<file path="config.mk">
export PLATFORM = sky130hd
export DESIGN_NAME = hs_arbiter
export DESIGN_NICKNAME = d
export VERILOG_FILES = /design/src/rtl/hs_arbiter.sv
export SDC_FILE = /design/constraint.sdc
export NUM_CORES = 1
export LEC_CHECK = 0
export CORE_UTILIZATION = 40
export DETAILED_ROUTE_END_ITERATION = 12
export PLACE_DENSITY = 0.69
export SLEW_MARGIN = 5
export SYNTH_ARGS = -nofsm -noshare
export SYNTH_HDL_FRONTEND = slang
export SYNTH_SLANG_ARGS = --single-unit
</file>
<file path="constraint.sdc">
create_clock -name clk -period 2.1 [get_ports clk]
set_input_delay 0.42 -clock clk [delete_from_list [all_inputs] [get_ports clk]]
set_output_delay 0.42 -clock clk [all_outputs]
set_load 0.02 [all_outputs]
</file>
<file path="src/rtl/hs_arbiter.sv">
`default_nettype none
// ============================================================================
// Module      : hs_arbiter
// Description : Clocked round-robin arbiter that shares one 4-phase
//               (return-to-zero) req/ack output channel among N requester
//               channels. It drives the shared request, returns the granted
//               requester's acknowledge and exports the grant index so the
//               bundled-data mux can be steered. Handshake inputs may be
//               asynchronous to clk and are synchronised internally.
// Ports       : clk    - clock, rising edge
//               rst    - asynchronous reset, active-high
//               r_i    - [N]  requests from requester channels
//               a_i    - [N]  acknowledges to requesters (one-hot or zero)
//               r_o    - request to the shared channel
//               a_o    - acknowledge from the shared channel
//               sel_o  - [SW] index of the granted channel (data mux select)
//               busy   - high whenever the FSM is not idle
// Revision    : 1.0 - initial release
// ============================================================================
module hs_arbiter #(
    parameter int N           = 4,
    parameter int SYNC_STAGES = 2,
    localparam int SW         = (N > 1) ? $clog2(N) : 1
) (
    input  logic          clk,
    input  logic          rst,
    input  logic [N-1:0]  r_i,
    output logic [N-1:0]  a_i,
    output logic          r_o,
    input  logic          a_o,
    output logic [SW-1:0] sel_o,
    output logic          busy
);

    typedef enum logic [2:0] {
        ST_IDLE  = 3'd0,
        ST_GRANT = 3'd1,
        ST_REQ   = 3'd2,
        ST_ACK   = 3'd3,
        ST_RTZ   = 3'd4
    } state_t;

    // Pointer starts at the last channel so channel 0 is scanned first.
    localparam logic [SW-1:0] C_PTR_RST = SW'(N - 1);

    // ------------------------------------------------------------------
    // Input synchronisers: a_o and r_i share one chain ({a_o, r_i}).
    // ------------------------------------------------------------------
    logic [N:0] w_raw;
    logic [N:0] w_sync;
    logic [N-1:0] w_rs;
    logic         w_as;

    assign w_raw = {a_o, r_i};

    generate
        if (SYNC_STAGES > 0) begin : g_sync
            logic [N:0] sync_q [SYNC_STAGES];

            always_ff @(posedge clk or posedge rst) begin
                if (rst) begin
                    for (int s = 0; s < SYNC_STAGES; s++) begin
                        sync_q[s] <= '0;
                    end
                end else begin
                    sync_q[0] <= w_raw;
                    for (int s = 1; s < SYNC_STAGES; s++) begin
                        sync_q[s] <= sync_q[s-1];
                    end
                end
            end

            assign w_sync = sync_q[SYNC_STAGES-1];
        end else begin : g_nosync
            // Inputs are already synchronous to clk.
            assign w_sync = w_raw;
        end
    endgenerate

    assign w_rs = w_sync[N-1:0];
    assign w_as = w_sync[N];

    // ------------------------------------------------------------------
    // State and registered outputs
    // ------------------------------------------------------------------
    state_t          state_q, state_d;
    logic [SW-1:0]   ptr_q,   ptr_d;
    logic [SW-1:0]   sel_q,   sel_d;
    logic [N-1:0]    a_i_q,   a_i_d;
    logic            r_o_q,   r_o_d;
    logic            busy_q,  busy_d;

    // ------------------------------------------------------------------
    // Round-robin pick: first set request scanning ptr+1, ptr+2, ...
    // wrapping modulo N. The wrap is a single conditional subtract since
    // ptr+k never reaches 2N.
    // ------------------------------------------------------------------
    logic            w_found;
    logic [SW-1:0]   w_pick;

    always_comb begin : p_pick
        logic [SW:0] sum;
        w_found = 1'b0;
        w_pick  = ptr_q;
        sum     = '0;
        for (int k = 1; k <= N; k++) begin
            sum = {1'b0, ptr_q} + (SW+1)'(k);
            if (sum >= (SW+1)'(N)) begin
                sum = sum - (SW+1)'(N);
            end
            if (!w_found && w_rs[sum[SW-1:0]]) begin
                w_found = 1'b1;
                w_pick  = sum[SW-1:0];
            end
        end
    end

    // ------------------------------------------------------------------
    // Next-state logic. Outputs are decoded from the next state and
    // registered, so nothing on the output pins is combinational from
    // the inputs.
    // ------------------------------------------------------------------
    always_comb begin
        state_d = state_q;
        ptr_d   = ptr_q;
        sel_d   = sel_q;

        case (state_q)
            ST_IDLE: begin
                // Other requests are only looked at here, so a running
                // transaction is never preempted.
                if (w_found) begin
                    state_d = ST_GRANT;
                    sel_d   = w_pick;
                    ptr_d   = w_pick;
                end
            end
            ST_GRANT: begin
                // One cycle of data setup before r_o rises. A withdrawn
                // request abandons the grant; a stale ack holds us here
                // until the shared channel has returned to zero.
                if (!w_rs[sel_q]) begin
                    state_d = ST_IDLE;
                end else if (!w_as) begin
                    state_d = ST_REQ;
                end
            end
            ST_REQ: begin
                // The requester's r_i is deliberately ignored here: once
                // r_o is up, the shared channel must see a full handshake.
                if (w_as) begin
                    state_d = ST_ACK;
                end
            end
            ST_ACK: begin
                if (!w_rs[sel_q]) begin
                    state_d = ST_RTZ;
                end
            end
            ST_RTZ: begin
                if (!w_as) begin
                    state_d = ST_IDLE;
                end
            end
            default: begin
                state_d = ST_IDLE;
            end
        endcase

        r_o_d  = (state_d == ST_REQ) || (state_d == ST_ACK);
        busy_d = (state_d != ST_IDLE);
        a_i_d  = '0;
        if ((state_d == ST_ACK) || (state_d == ST_RTZ)) begin
            a_i_d[sel_d] = 1'b1;
        end
    end

    always_ff @(posedge clk or posedge rst) begin
        if (rst) begin
            state_q <= ST_IDLE;
            ptr_q   <= C_PTR_RST;
            sel_q   <= '0;
            a_i_q   <= '0;
            r_o_q   <= 1'b0;
            busy_q  <= 1'b0;
        end else begin
            state_q <= state_d;
            ptr_q   <= ptr_d;
            sel_q   <= sel_d;
            a_i_q   <= a_i_d;
            r_o_q   <= r_o_d;
            busy_q  <= busy_d;
        end
    end

    assign a_i   = a_i_q;
    assign r_o   = r_o_q;
    assign sel_o = sel_q;
    assign busy  = busy_q;

endmodule
`default_nettype wire

</file>
Word-level counts from Yosys, hierarchy flattened:

Cells that the tools add are included.

* $lt $le $gt $ge: 11
* add/sub/neg operators: 8
* equal/unequal tests: 7
* mux-type cells: 34
* reduce and logical (&&, ||, !) cells: 12

Operator list (number)
* two-way mux 2 bit: 10
* less-than comparator 2 x 3 -> 1 bit (second input constant): 6
* two-way mux 3 bit: 6
* one-hot mux 3 bit (5 select lines): 1
* equality test 3 x 2 -> 1 bit (second input constant): 4
* greater-or-equal comparator 3 bit (second input constant): 4
* binary-select mux 1 bit (select 2 bit): 5
* two-way mux 1 bit: 10
* subtractor 2 x 1 -> 2 bit (second input constant): 4
* adder 2 x 2 -> 3 bit (second input constant): 2
* equality test 3 bit (second input constant): 2
* logical AND 1 bit: 4
* two-way mux 4 bit: 1
* adder 2 x 1 -> 3 bit (second input constant): 1
* adder 2 x 3 -> 3 bit (second input constant): 1
* equality test 3 x 1 -> 1 bit (second input constant): 1
* logical NOT 1 bit: 3
* logical NOT 3 bit: 1
* nonzero test 3 bit: 1
* demux 1 bit (select 2 bit): 1
* greater-or-equal comparator 2 x 1 -> 1 bit (second input constant): 1
* logical OR 1 bit: 2
* AND reduction 2 bit: 1

* word-level logic and storage cells: 80
* flip-flop bits (word level): 23
* output and inout port bits: 8
* input port bits: 7

Logic depth before layout (Yosys ltp):

* depth after elaboration: 22
* mapped depth: 4
* gate-level depth less buffers: 4

Worst setup path after synthesis:

Ideal clock, no wire load.

* path kind: register to register
* from: reg state_q[2]
* to: reg a_i_q[1] (netlist: a_i[1])
* clock period less this slack: 1488 ps
* library setup time: 120 ps
* stages on the path, launching flop included: 5
* path slack: 612 ps
* data required time: 1980 ps
* path buffers: 0
* arrival time: 1368 ps
* cell sequence: dfrtp_1 or3_4 a211oi_2 a32oi_2 and3b_1

* word-level cells in the longest chain between the ends: 7
* elaborated cells on any way between the ends: 22
* those cells by class: order compare (2); eq/ne (6); mux (11); reduce/logical (3)

Ends and longest elaborated chain
* start: declaration: RTL line 86 `state_t state_q, state_d;`
* start signal: assignment: RTL line 187 `state_q <= state_d;`
* logical NOT 3 bit *: RTL line 128 `case (state_q)`
* two-way mux 2 bit *: RTL line 128
* via sel_d[0]: RTL line 88 `logic [SW-1:0] sel_q, sel_d;`
* less-than comparator 2 x 3 -> 1 bit (not written as such) or greater-or-equal comparator 2 x 1 -> 1 bit (tied branches): RTL line 174 `a_i_d[sel_d] = 1'b1;`
* logical AND 1 bit (not written as such): RTL line 174
* two-way mux 1 bit (not written as such): RTL line 174
* demux 1 bit (select 2 bit) *: RTL line 174
* two-way mux 4 bit *: RTL line 173 `if ((state_d == ST_ACK) || (state_d == ST_RTZ)) begin`
* via a_i_d[1]: RTL line 89 `logic [N-1:0] a_i_q, a_i_d;`
* end signal: assignment: RTL line 190 `a_i_q <= a_i_d;`
* end: declaration: RTL line 89

The timed path passes the listed nets; every way through them passes the cells marked *.
A chain may end at the register's enable or synchronous reset.

Final worst setup path:

* from: reg sel_q[1] (netlist: sel_o[1])
* to: out sel_o[1]

RTL lines
* start: declaration: RTL line 88
* start signal: assignment: RTL line 189 `sel_q <= sel_d;`
* end: declaration: RTL line 31 `output logic [SW-1:0] sel_o,`

No word-level cell between the ends.

==> out/qor.txt <==
count leader, synth: dfrtp_1
DIE AREA: 0.00249 sq mm
crit-path leading delay family: buffers and inverters
CP arrival: 1.38 ns
worst min path class: flop to flop
yosys warns: 0
Die Span Y: 49.9 microns
Initial Util: 44.5%
static leakage power: 0.495 nW
peak supply drop: 792 uV
Setup TNS Final: 0 ns
RSZ-0062 raised after global routing: false
Synth Instances: 71
average cell area after synthesis: 12.9 sq um
Final period util: 85.8%
Total Nets Final: 98
CP Max Fanout: 6
most frequent cells after synthesis: dfrtp_1 (21), nor2_1 (8), inv_1 (6)
Iter 0 DRT Violations: 8
Post-Synth Simple-Gate Area: 14.9%
first-pass GRT wire length: 2600 microns
Power Density: 1360 mW/mm^2
DRC viols: 0
FP Rows: 16
largest net degree at the start of global routing: 24
Buf/Inv on CP: 1
vias per cell: 5.30
cts hold-fix bufs: 0
Clock transition at path regs: 0.11 ns
net count after synthesis: 78
wire per inst: 13.3 microns
status: finished, final reports clean
fin crit period: 1.80 ns
dpl ws: 0.483 ns
# setup viols final: 0
crit path cell chain: clkdlybuf4s50_1
Post-synth EDFFs: 0
postcts setup bufs: 0
synth unique cells: 28
Pre-Repair DR Iteration Count: 4
CTS tree: built
post-synthesis compound-gate area fraction: 17.2%
setup slack, reg-to-reg: 0.46 ns
Clock Sinks: 23
HPWL Detailed: 1150 microns
Max stage delay on crit path: 0.64 ns
Worst Skew: 0.000377 ns
layout cells sized above 1: 21.1%
initial antenna violation count: 0
PnR worst setup slack: 0.297 ns
Worst path slowest cell: clkdlybuf4s50_1
core area: 0.00206 sq mm
Post-Synth Adder-Cell Area: 0%
Slew HR: 71.7%
slew of the pin with the lowest slew margin: 0.421 ns
H-Tree Depth: 1
Die X: 49.9 microns
Seq cells post-synth: 23
I/O pins: 15
Startpoint Class: flop
Synth Area in XOR/XNOR: 0%
post-synthesis to final-layout area growth: 22.6%
Worst-Skew Late Latency: 0.29 ns
Root Buffer: clkbuf_4
max_cap viols: 0
Setup crit end kind: primary output
maximum number of buffers from clock root to sink: 2
Port-buffer cells: 14
largest area contributor in the netlist: dfrtp_1
antenna viol nets, final: 0
mux cell area share after synthesis: 2.46%
Total GRT Usage: 14.1%
total gr overflow: 0
mapped cell area: 917 sq um
PostCTS Resize Cnt: 0
largest family of logic cells by synthesized area: compound AO/OA/AOI/OAI gates
Synth area leaders: dfrtp_1 (57%), dfstp_2 (5.7%), nor2_1 (3.3%), a21o_2 (2.9%), inv_1 (2.5%)
CTS Buf Count: 3
top-area cell type share of the netlist area: 57.3%
Fin. Hold Viols: 0
Post-synth ARST share: 100%
sequential share of the synthesized area: 63.0%
Diodes inserted: 0
vias in the first global route: 571
CP required: 1.68 ns
fmax: 555 MHz
drt total wl: 1550 microns
crit path kind: flop to primary output
gpl congestion: 0.808
Slew Limit Fails: 0
Primary FF master, synth: dfrtp_1
vias: 620
==> final timing paths <==
path	from	to	depth (start not counted)
max in group asynchronous	rst	ptr_q[1]$_DFFE_PP1P_	3
worst min-delay path	g_sync.sync_q[5]$_DFF_PP0_	w_sync[0]$_DFF_PP0_	0
worst max-delay path	sel_o[1]$_DFF_PP0_	sel_o[1]	1
worst max register to register	state_q[2]$_DFF_PP0_	a_i[1]$_DFF_PP0_	4
min in group asynchronous	rst	g_sync.sync_q[6]$_DFF_PP0_	3
worst min register to register	g_sync.sync_q[5]$_DFF_PP0_	w_sync[0]$_DFF_PP0_	0
==> placed cells by master, fill, tap and decap left out, drive strengths merged, types with 2 or more instances in the layout <==
cell type,count
nand2,2
o211a,2
dfrtp,21
inv,6
a21oi,3
a32oi,2
a211oi,2
o21ai,3
or2b,2
nor2,8
a21o,3
dfstp,2
o31ai,2
clkdlybuf4s50,14
clkbuf,4
==> cell families (layout without fill, tap and decap cells) <==
kind of cell    Yosys count  after routing
compound gates           20             20
flops                    23             23
mux                       1              1
simple gates             21             21
buf+inv                   6             25
==> per-stage QoR <==
| stage | cells | total power, mW | area (sq um) | util [%] | hold slack [ns] |
|---|---|---|---|---|---|
| after floorplan | 71 | 1.12 | 917 | - | 0.331 |
| after global placement | 113 | 1.33 | 1100 | 53.3 | 0.332 |
| after detailed placement | 113 | 1.34 | 1100 | 53.3 | 0.335 |
| after CTS | 117 | 1.54 | 1120 | 54.6 | 0.363 |
| after global routing | 117 | 1.64 | 1120 | 54.6 | 0.375 |
| final | 117 | 1.53 | 1120 | 54.6 | 0.361 |
==> power by group <==
group | switching (mW) | internal, mW
Combinational | 0.304 | 0.335
Sequential | 0.123 | 0.574
Clock | 0.118 | 0.0738
==> metal layers <==
metal,vias to the layer above,global-route usage (%),wire length [microns]
met5,-,0,0
met4,0,7.14,14
met1,313,18.8,733
met3,2,1.85,31
met2,12,22.3,773
li1,293,-,-
==> cell type report <==
cell class	instances	area, sq um
Fill cell	182	937
Clock buffer	4	26.3
Multi-Input combinational cell	42	317
Tap cell	27	33.8
Timing Repair Buffer	15	148
Inverter	6	22.5
Sequential cell	23	578
==> state kept, by name, summed over array words and instances, names as in the netlist <==
| name | count |
|---|---|
| sel_o | 2 |
| a_i | 4 |
| r_o | 1 |
| w_sync | 5 |
| g_sync.sync_q | 5 |
| busy | 1 |
| ptr_q | 2 |
| state_q | 3 |
Power figures use the tool's default switching activity.
